==> config.mk <==
export PLATFORM = sky130hd
export DESIGN_NAME = clk_strobe_gen
export DESIGN_NICKNAME = d
export VERILOG_FILES = /design/src/rtl/clk_strobe_gen.sv
export SDC_FILE = /design/constraint.sdc
export NUM_CORES = 1
export LEC_CHECK = 0
export BUFFER_PORTS_ARGS = -buffer_cell sky130_fd_sc_hd__buf_2
export CAP_MARGIN = 20
export CORE_MARGIN = 2
export CORE_UTILIZATION = 25
export DETAILED_ROUTE_END_ITERATION = 10
export GPL_TIMING_DRIVEN = 0
export MAX_ROUTING_LAYER = met4
export PLACE_DENSITY_LB_ADDON = 0.1
export SYNTH_ARGS = -nofsm -noshare
export SYNTH_HDL_FRONTEND = slang
export SYNTH_SLANG_ARGS = --single-unit
==> constraint.sdc <==
create_clock -name i_clk -period 4 [get_ports i_clk]
set_input_delay 0.4 -clock i_clk [delete_from_list [all_inputs] [get_ports i_clk]]
set_output_delay 0.4 -clock i_clk [all_outputs]
set_load 0.01 [all_outputs]
==> src/rtl/clk_strobe_gen.sv <==
// clk_strobe_gen: per-channel clock-enable strobes and square waves derived from one board clock,
// with glitch-free runtime divisor updates and a global phase-aligning sync.
module clk_strobe_gen #(
  parameter int NUM_CH = 3,
  parameter int CNT_W = 20,
  parameter logic [NUM_CH*CNT_W-1:0] DIV_RST = {20'd10002, 20'd625002, 20'd4}
) (
  input  logic              i_clk,
  input  logic              i_rst_n,
  input  logic [NUM_CH-1:0] i_en,
  input  logic              i_sync,
  input  logic              i_wr,
  input  logic [3:0]        i_wr_ch,
  input  logic [CNT_W-1:0]  i_wr_div,
  output logic [NUM_CH-1:0] o_tick,
  output logic [NUM_CH-1:0] o_sq,
  output logic [NUM_CH-1:0] o_pend,
  output logic              o_wr_err
);
  localparam logic [4:0] NCH = 5'(NUM_CH);
  logic wr_ok, wr_err_q, wr_err_d;
  assign wr_ok = i_wr && (i_wr_div != '0) && ({1'b0, i_wr_ch} < NCH);
  assign wr_err_d = i_wr && !wr_ok;
  assign o_wr_err = wr_err_q;
  always_ff @(posedge i_clk or negedge i_rst_n)
    if (!i_rst_n) wr_err_q <= 1'b0;
    else wr_err_q <= wr_err_d;
  for (genvar g = 0; g < NUM_CH; g++) begin : g_ch
    logic [CNT_W-1:0] div_q, div_d, pdiv_q, pdiv_d, cnt_q, cnt_d;
    logic [CNT_W:0] h;
    logic pend_q, pend_d, tick_q, tick_d, sq_q, sq_d, wr_k, tc, restart;
    assign wr_k = wr_ok && (i_wr_ch == 4'(g));
    assign tc = cnt_q == div_q - CNT_W'(1);
    // Extra bit keeps the half-period correct at the all-ones divisor
    assign h = ({1'b0, div_q} + (CNT_W+1)'(1)) >> 1;
    assign restart = i_sync || !i_en[g];
    always_comb begin
      div_d = div_q;
      pdiv_d = wr_k ? i_wr_div : pdiv_q;
      pend_d = pend_q;
      cnt_d = (restart || tc) ? '0 : cnt_q + CNT_W'(1);
      tick_d = !restart && tc;
      sq_d = !restart && ({1'b0, cnt_q} < h);
      if (restart) begin
        div_d = wr_k ? i_wr_div : pend_q ? pdiv_q : div_q;
        pend_d = 1'b0;
      end else if (wr_k) begin
        pend_d = 1'b1;
      end else if (tc && pend_q) begin
        div_d = pdiv_q;
        pend_d = 1'b0;
      end
    end
    always_ff @(posedge i_clk or negedge i_rst_n)
      if (!i_rst_n) begin
        div_q <= DIV_RST[g*CNT_W +: CNT_W];
        pdiv_q <= DIV_RST[g*CNT_W +: CNT_W];
        pend_q <= 1'b0;
        cnt_q <= '0;
        tick_q <= 1'b0;
        sq_q <= 1'b0;
      end else begin
        div_q <= div_d;
        pdiv_q <= pdiv_d;
        pend_q <= pend_d;
        cnt_q <= cnt_d;
        tick_q <= tick_d;
        sq_q <= sq_d;
      end
    assign o_tick[g] = tick_q;
    assign o_sq[g] = sq_q;
    assign o_pend[g] = pend_q;
  end
endmodule

==> results of run 1 <==
-- path summary, 6_finish.rpt --
| check | startpoint | endpoint | slack (ns) |
|---|---|---|---|
| max in group asynchronous | i_rst_n | g_ch[1].div_q[16]$_DFFE_PN1P_ | 2.45 |
| max reg2reg | g_ch[0].div_q[0]$_DFFE_PN0P_ | g_ch[0].div_q[15]$_DFFE_PN0P_ | 0.30 |
| min in group asynchronous | i_rst_n | g_ch[2].cnt_q[3]$_DFF_PN0_ | 0.52 |
| max | g_ch[0].div_q[0]$_DFFE_PN0P_ | g_ch[0].div_q[15]$_DFFE_PN0P_ | 0.30 |
| min reg2reg | g_ch[0].pdiv_q[5]$_DFFE_PN0P_ | g_ch[0].pdiv_q[5]$_DFFE_PN0P_ | 0.50 |
| min | i_en[0] | g_ch[0].pend_q$_DFFE_PN0P_ | 0.28 |
-- metal layers --
| layer | global-route usage | wire length (µm) | vias to the layer above |
|---|---|---|---|
| li1 | - | - | 4802 |
| met1 | 0.189 | 17600 | 4725 |
| met2 | 0.223 | 16300 | 84 |
| met3 | 0.0242 | 752 | 35 |
| met4 | 0.0520 | 812 | 0 |
| met5 | - | 0 | - |
-- state kept, by name (all words and copies together) (netlist names) --
register and flops:
g_ch.cnt_q 60, g_ch.div_q 60, g_ch.pdiv_q 60, g_ch.pend_q 3
g_ch.sq_q 3, g_ch.tick_q 3, o_wr_err 1
-- stage by stage --
step	area [µm²]	setup WS, ns	total power (W)	std cells	utilization
after floorplan	12900	0.708	0.00470	1311	-
after CTS	14600	0.0512	0.00724	2065	0.284
final	14600	0.296	0.00713	2065	0.285
after global placement	13900	-1.17	0.00543	2031	0.272
after detailed placement	14000	-0.291	0.00546	2032	0.273
after global routing	14600	-0.0132	0.00772	2065	0.285
-- worst max-delay path: cells and delay by family, from the launching register on --
family	cells	cell delay [ns]
buffers and inverters	2	0.45
muxes	1	0.35
adders and majority gates	1	0.29
AOI/OAI and AO/OA	1	0.25
DFF	1	0.47
and+or+nand+nor	5	1.63
xor gates and xnor gates	1	0.14
-- repair_timing --
action	in CTS	in global routing
endpoints found under the setup margin	65	79
pin swaps	0	2
resized for setup	4	9
hold buffers	1	0
endpoints found under the hold margin	43	0
setup buffers	0	2
-- report_power, final --
part / leakage, nW / switching (W) / internal, W / total, W
clock network: 0.261 / 0.000879 / 0.000815 / 0.00169
logic: 3.40 / 0.00158 / 0.00117 / 0.00275
registers: 2.39 / 0.000326 / 0.00236 / 0.00269
total: 6.06 / 0.00279 / 0.00435 / 0.00713
-- cell usage after synthesis (all sizes together), types with 15 or more instances --
master  number
inv         37
dfrtp      158
nand2       83
ha          66
nand3       63
a21o        15
xor2        78
buf         29
nor3        42
and3        32
nor4        17
a21oi       36
clkbuf      45
mux2i       65
nor2       107
nand4       31
mux2       125
dfstp       32
xnor2       89
o21ai       25
-- area by class of cell --
cell class / count / area [µm²] / share of cell area
inverters: 38 / 143 / 0.00976
repair buffers: 44 / 263 / 0.0180
flip-flops and latches: 190 / 4790 / 0.328
plain buffers: 72 / 329 / 0.0225
clock buffers: 20 / 437 / 0.0299
clock inverters: 12 / 106 / 0.00728
well taps: 680 / 851 / 0.0582
multi-input cells: 1009 / 7690 / 0.526
-- cell families after synthesis --
kind of cell | count (synthesis) | synth area share
muxes | 190 | 0.160
xor gates and xnor gates | 167 | 0.113
buffers and inverters | 112 | 0.0372
and+or+nand+nor | 455 | 0.184
adders and majority gates | 66 | 0.0640
AOI/OAI and AO/OA | 131 | 0.0698
DFF | 190 | 0.372
==> flow_summary.json, run 1 <==
{
  "synth_top_area_share": 0.307,
  "timing.final.crit_period_ns": 3.70,
  "hold_viol_final": 0,
  "maxCapViolCount": 0,
  "gp_congestion": 0.800,
  "grt_usage": 0.144,
  "synth_seq_cells": 190,
  "syn_avg_cell_area_um2": 9.84,
  "grt_overflow": 0,
  "setup_viol": 0,
  "worstHoldPathType": "primary input to flop",
  "syn_inst": 1311,
  "fp.dieW_um": 231,
  "htreeDepth": 4,
  "whs_path_depth": 3,
  "report.final.slew_viol_count": 0,
  "ant_nets": 0,
  "netlist_area_um2": 12900,
  "drt_iter0_markers": 458,
  "slew_headroom": 0.451,
  "synth_area_leaders": "dfrtp_1 (31%), mux2_2 (8.1%), dfstp_2 (6.5%)",
  "insertedDiodeCount": 0,
  "post_drt_wl_per_cell_um": 17.2,
  "grt_pass1_wl_mm": 57.4,
  "vias_per_cell": 4.67,
  "crit_chain": "inv_1 > ha_1 > or3b_2 > nor3_1 > xnor2_1 > and4_1 > nor4bb_1 > nand4b_1 > o21ai_1 > buf_2 > mux2_1",
  "cp-end-kind": "flop",
  "cts_buffers": 17,
  "drt-total-wl_mm": 35.5,
  "synth_top_cell_by_area": "dfrtp_1",
  "outcome": "finished, final reports clean",
  "dp_hpwl_mm": 27.2,
  "layout_commonest_cell": "dfrtp_1",
  "hold_ws_ns": 0.278,
  "post-route-period-util": 0.926,
  "area_growth_pct": 13.3,
  "grt_max_degree": 98,
  "grt_pass1_vias": 9808,
  "vias": 9646,
  "synthFlopType": "dfrtp_1",
  "tightest_slew_ns": 0.824,
  "io_pins": 41,
  "powerDensity_nw_per_um2": 488,
  "fmax_mhz": 270,
  "rsz0062_at_grt": "true",
  "critPathMaxStageDelay_ns": 0.52,
  "cts_tree": "yes",
  "critPathSlowestCell": "or3b_2",
  "cts_root_buf": "clkbuf_16",
  "p_leak_nw": 6.06,
  "finalClockSkew_ns": 0.0132,
  "synthArstFlopShare": 1.00,
  "cp_max_fo": 10,
  "first_pass_iters": 4,
  "start_kind": "flop",
  "io_buffers": 40,
  "drive_gt1_frac": 0.173,
  "fin_setup_tns_ns": 0,
  "yosysWarnings": 0,
  "synth-edff-count": 0,
  "fp.coreArea_um2": 51200,
  "drc": 0,
  "critPathArrivalTime_ns": 4.07,
  "clockBufferDepth": 2,
  "cp.required_ns": 4.37,
  "peakVddDrop_mv": 0.358,
  "worst-r2r-cell-count": 11,
  "die_h_um": 231,
  "clk_latency_ns": 0.49,
  "synthesis.nets": 1408,
  "start_util": 0.252,
  "clock-sinks": 190,
  "ys_types": 71,
  "worstSetupPathType": "flop to flop",
  "rows": 83,
  "fillers": 5428,
  "final_cell_mix": "dfrtp_1 (158), nor2_1 (107), mux2_2 (93)",
  "yosysSeqAreaShare": 0.372,
  "antenna_found_initial": 1,
  "clkTransAtPathRegs_ns": 0.08,
  "fin_nets": 1469,
  "die_area_um2": 53400
}
Power figures use the tool's default switching activity.
==> run 2, diff against run 1 <==
BUFFER_PORTS_ARGS = not set   (was -buffer_cell sky130_fd_sc_hd__buf_2)
CELL_PAD_IN_SITES_DETAIL_PLACEMENT = 1   (was not set)
CELL_PAD_IN_SITES_GLOBAL_PLACEMENT = 1   (was not set)
DONT_BUFFER_PORTS = 1   (was not set)
==> run 2 against run 1 <==
Effect of this change: utilization is 0.30 points lower; the flow now finishes with violations (negative hold slack); fmax is 1.2% lower; cell area is 1.0% lower; via count hardly changed; setup slack worse by 0.045 ns; highest routed layer unchanged; routed wire length is 8.3% higher; largest cell class unchanged.
==> flow_summary.json, run 2 (synthesis results as in run 1) <==
{
  "die_area_um2": 53400,
  "tightest_slew_ns": 0.775,
  "cp.required_ns": 4.38,
  "crit-reg2reg-launch": "g_ch[1].div_q[0]$_DFFE_PN0P_",
  "instances_no_fill": 2023,
  "grt_pass1_wl_mm": 61.5,
  "worstHoldPathType": "primary input to async pin",
  "first_pass_iters": 4,
  "cp_max_fo": 10,
  "slew_headroom": 0.483,
  "grt_usage": 0.155,
  "cts_root_buf": "clkbuf_16",
  "maxCapViolCount": 0,
  "fmax_mhz": 267,
  "htreeDepth": 4,
  "drt-total-wl_mm": 38.4,
  "report.final.slew_viol_count": 0,
  "top_regs": "g_ch.cnt_q (60), g_ch.div_q (60), g_ch.pdiv_q (60)",
  "p_clk_frac": 0.252,
  "fp.coreArea_um2": 51200,
  "clockBufferDepth": 2,
  "peakVddDrop_mv": 0.325,
  "crit_start": "g_ch[1].div_q[0]$_DFFE_PN0P_",
  "hold_viol_final": 174,
  "final_cell_mix": "dfrtp_1 (158), nor2_1 (107), mux2_2 (93)",
  "layout_commonest_cell": "dfrtp_1",
  "fp.dieW_um": 231,
  "dp_slack_ns": -0.497,
  "finalClockSkew_ns": 0.0174,
  "grt_overflow": 0,
  "insertedDiodeCount": 0,
  "worstSetupPathType": "flop to flop",
  "dp_cells": 1991,
  "powerDensity_nw_per_um2": 501,
  "start_kind": "flop",
  "post_drt_wl_per_cell_um": 19.0,
  "gp_congestion": 0.806,
  "clkTransAtPathRegs_ns": 0.09,
  "fin_nets": 1427,
  "failed_checks": "negative hold slack",
  "hold_ws_ns": -0.376,
  "p_leak_nw": 5.90,
  "rows": 83,
  "antenna_found_initial": 0,
  "die_h_um": 231,
  "post-route-period-util": 0.937,
  "vias_per_cell": 4.77,
  "power.total_w": 0.00725,
  "cts_tree": "yes",
  "switchingPower_w": 0.00284,
  "vias": 9652,
  "grt_max_degree": 191,
  "cts_buffers": 17,
  "dp_hpwl_mm": 29.2,
  "start_util": 0.252,
  "clk_latency_ns": 0.49,
  "drc": 0,
  "drive_gt1_frac": 0.153,
  "outcome": "finished, violations left",
  "cp-end-kind": "flop",
  "pwr-share-comb": 0.376,
  "io_pins": 41,
  "ant_nets": 0,
  "setup_viol": 0,
  "timing.final.crit_period_ns": 3.75,
  "grt_pass1_vias": 10200,
  "drt_iter0_markers": 305,
  "area_growth_pct": 12.1,
  "critPathSlowestCell": "or4_4",
  "critPathMaxStageDelay_ns": 0.53,
  "internal-power_w": 0.00442,
  "setup_slack_ns": 0.251,
  "p_seq_frac": 0.371,
  "fillers": 5793,
  "clock-sinks": 190,
  "critPathArrivalTime_ns": 4.13,
  "switching_share": 0.391,
  "crit_chain": "clkbuf_1 > inv_1 > ha_1 > or3b_1 > nor4b_2 > xnor2_1 > or4_4 > a2111oi_4 > o2111ai_4 > a21oi_2 > buf_4 > mux2_1",
  "rsz0062_at_grt": "true",
  "io_buffers": 0
}
[run 2: changes by cell type in the layout (fill, tap and decap cells not counted), moves of 2 or more]
cell / previous run / this run
clkinv_4: 3 / 1
clkbuf_2: 0 / 2
clkinv_8: 0 / 3
clkbuf_1: 46 / 41
buf_2: 47 / 6
[run 2: power groups by stage]
stage | clock, W | sequential (W) | combinational, W
floorplan | 0 | 0.00260 | 0.00209
global placement | 0 | 0.00271 | 0.00268
detailed placement | 0 | 0.00272 | 0.00273
CTS | 0.00192 | 0.00268 | 0.00276
global route | 0.00200 | 0.00276 | 0.00309
finish | 0.00183 | 0.00269 | 0.00273
[run 2: layout make-up]
| class | count | area, µm² | area share |
|---|---|---|---|
| buffer | 72 | 337 | 0.0233 |
| clock buffer | 17 | 425 | 0.0294 |
| clock inverter | 15 | 179 | 0.0124 |
| inverter | 38 | 143 | 0.00986 |
| multi-input combinational | 1009 | 7720 | 0.534 |
| sequential | 190 | 4790 | 0.332 |
| tap | 680 | 851 | 0.0588 |
| timing repair buffer | 2 | 15.0 | 0.00104 |
[run 2: routing by layer]
metal | track usage | routed length (µm)
met5 | - | 0
met4 | 0.0371 | 466
met3 | 0.0297 | 1020
met2 | 0.241 | 17800
met1 | 0.206 | 19200
[run 2: critical path: cells and delay by family (launching register included)]
kind	cells	cell delay, ns
buf+inv	3	0.56
flops	1	0.38
compound gates	3	0.75
simple gates	3	1.27
fa+ha+maj	1	0.23
mux	1	0.35
xor+xnor	1	0.11
[run 2: path summary, 6_finish.rpt]
path	cells after the start	end	slack [ns]
max reg2reg	12	g_ch[1].div_q[12]$_DFFE_PN0P_	0.25
min reg2reg	1	g_ch[0].pdiv_q[15]$_DFFE_PN0P_	0.51
min in group i_clk	1	g_ch[0].pdiv_q[7]$_DFFE_PN0P_	0.05
max in group asynchronous	0	g_ch[1].pdiv_q[16]$_DFFE_PN1P_	3.92
max	12	g_ch[1].div_q[12]$_DFFE_PN0P_	0.25
min	0	g_ch[2].cnt_q[3]$_DFF_PN0_	-0.38
[run 2: what timing repair did]
item	4_1_cts	5_1_grt
gates resized for setup	7	17
gates cloned	0	0
hold endpoints to repair	190	190
buffers inserted	0	2
pin swaps	0	1
setup endpoints to repair	76	102
[run 2: metrics by stage]
stage                     hold WS, ns   util  area (µm²)  setup TNS (ns)
final                          -0.376  0.282       14500               0
after global routing           -0.422  0.282       14500          -0.153
after CTS                      -0.445  0.281       14400               0
after detailed placement        0.118  0.268       13700          -14.62
after global placement          0.118  0.268       13700          -17.11
after floorplan                 0.104      -       12900               0
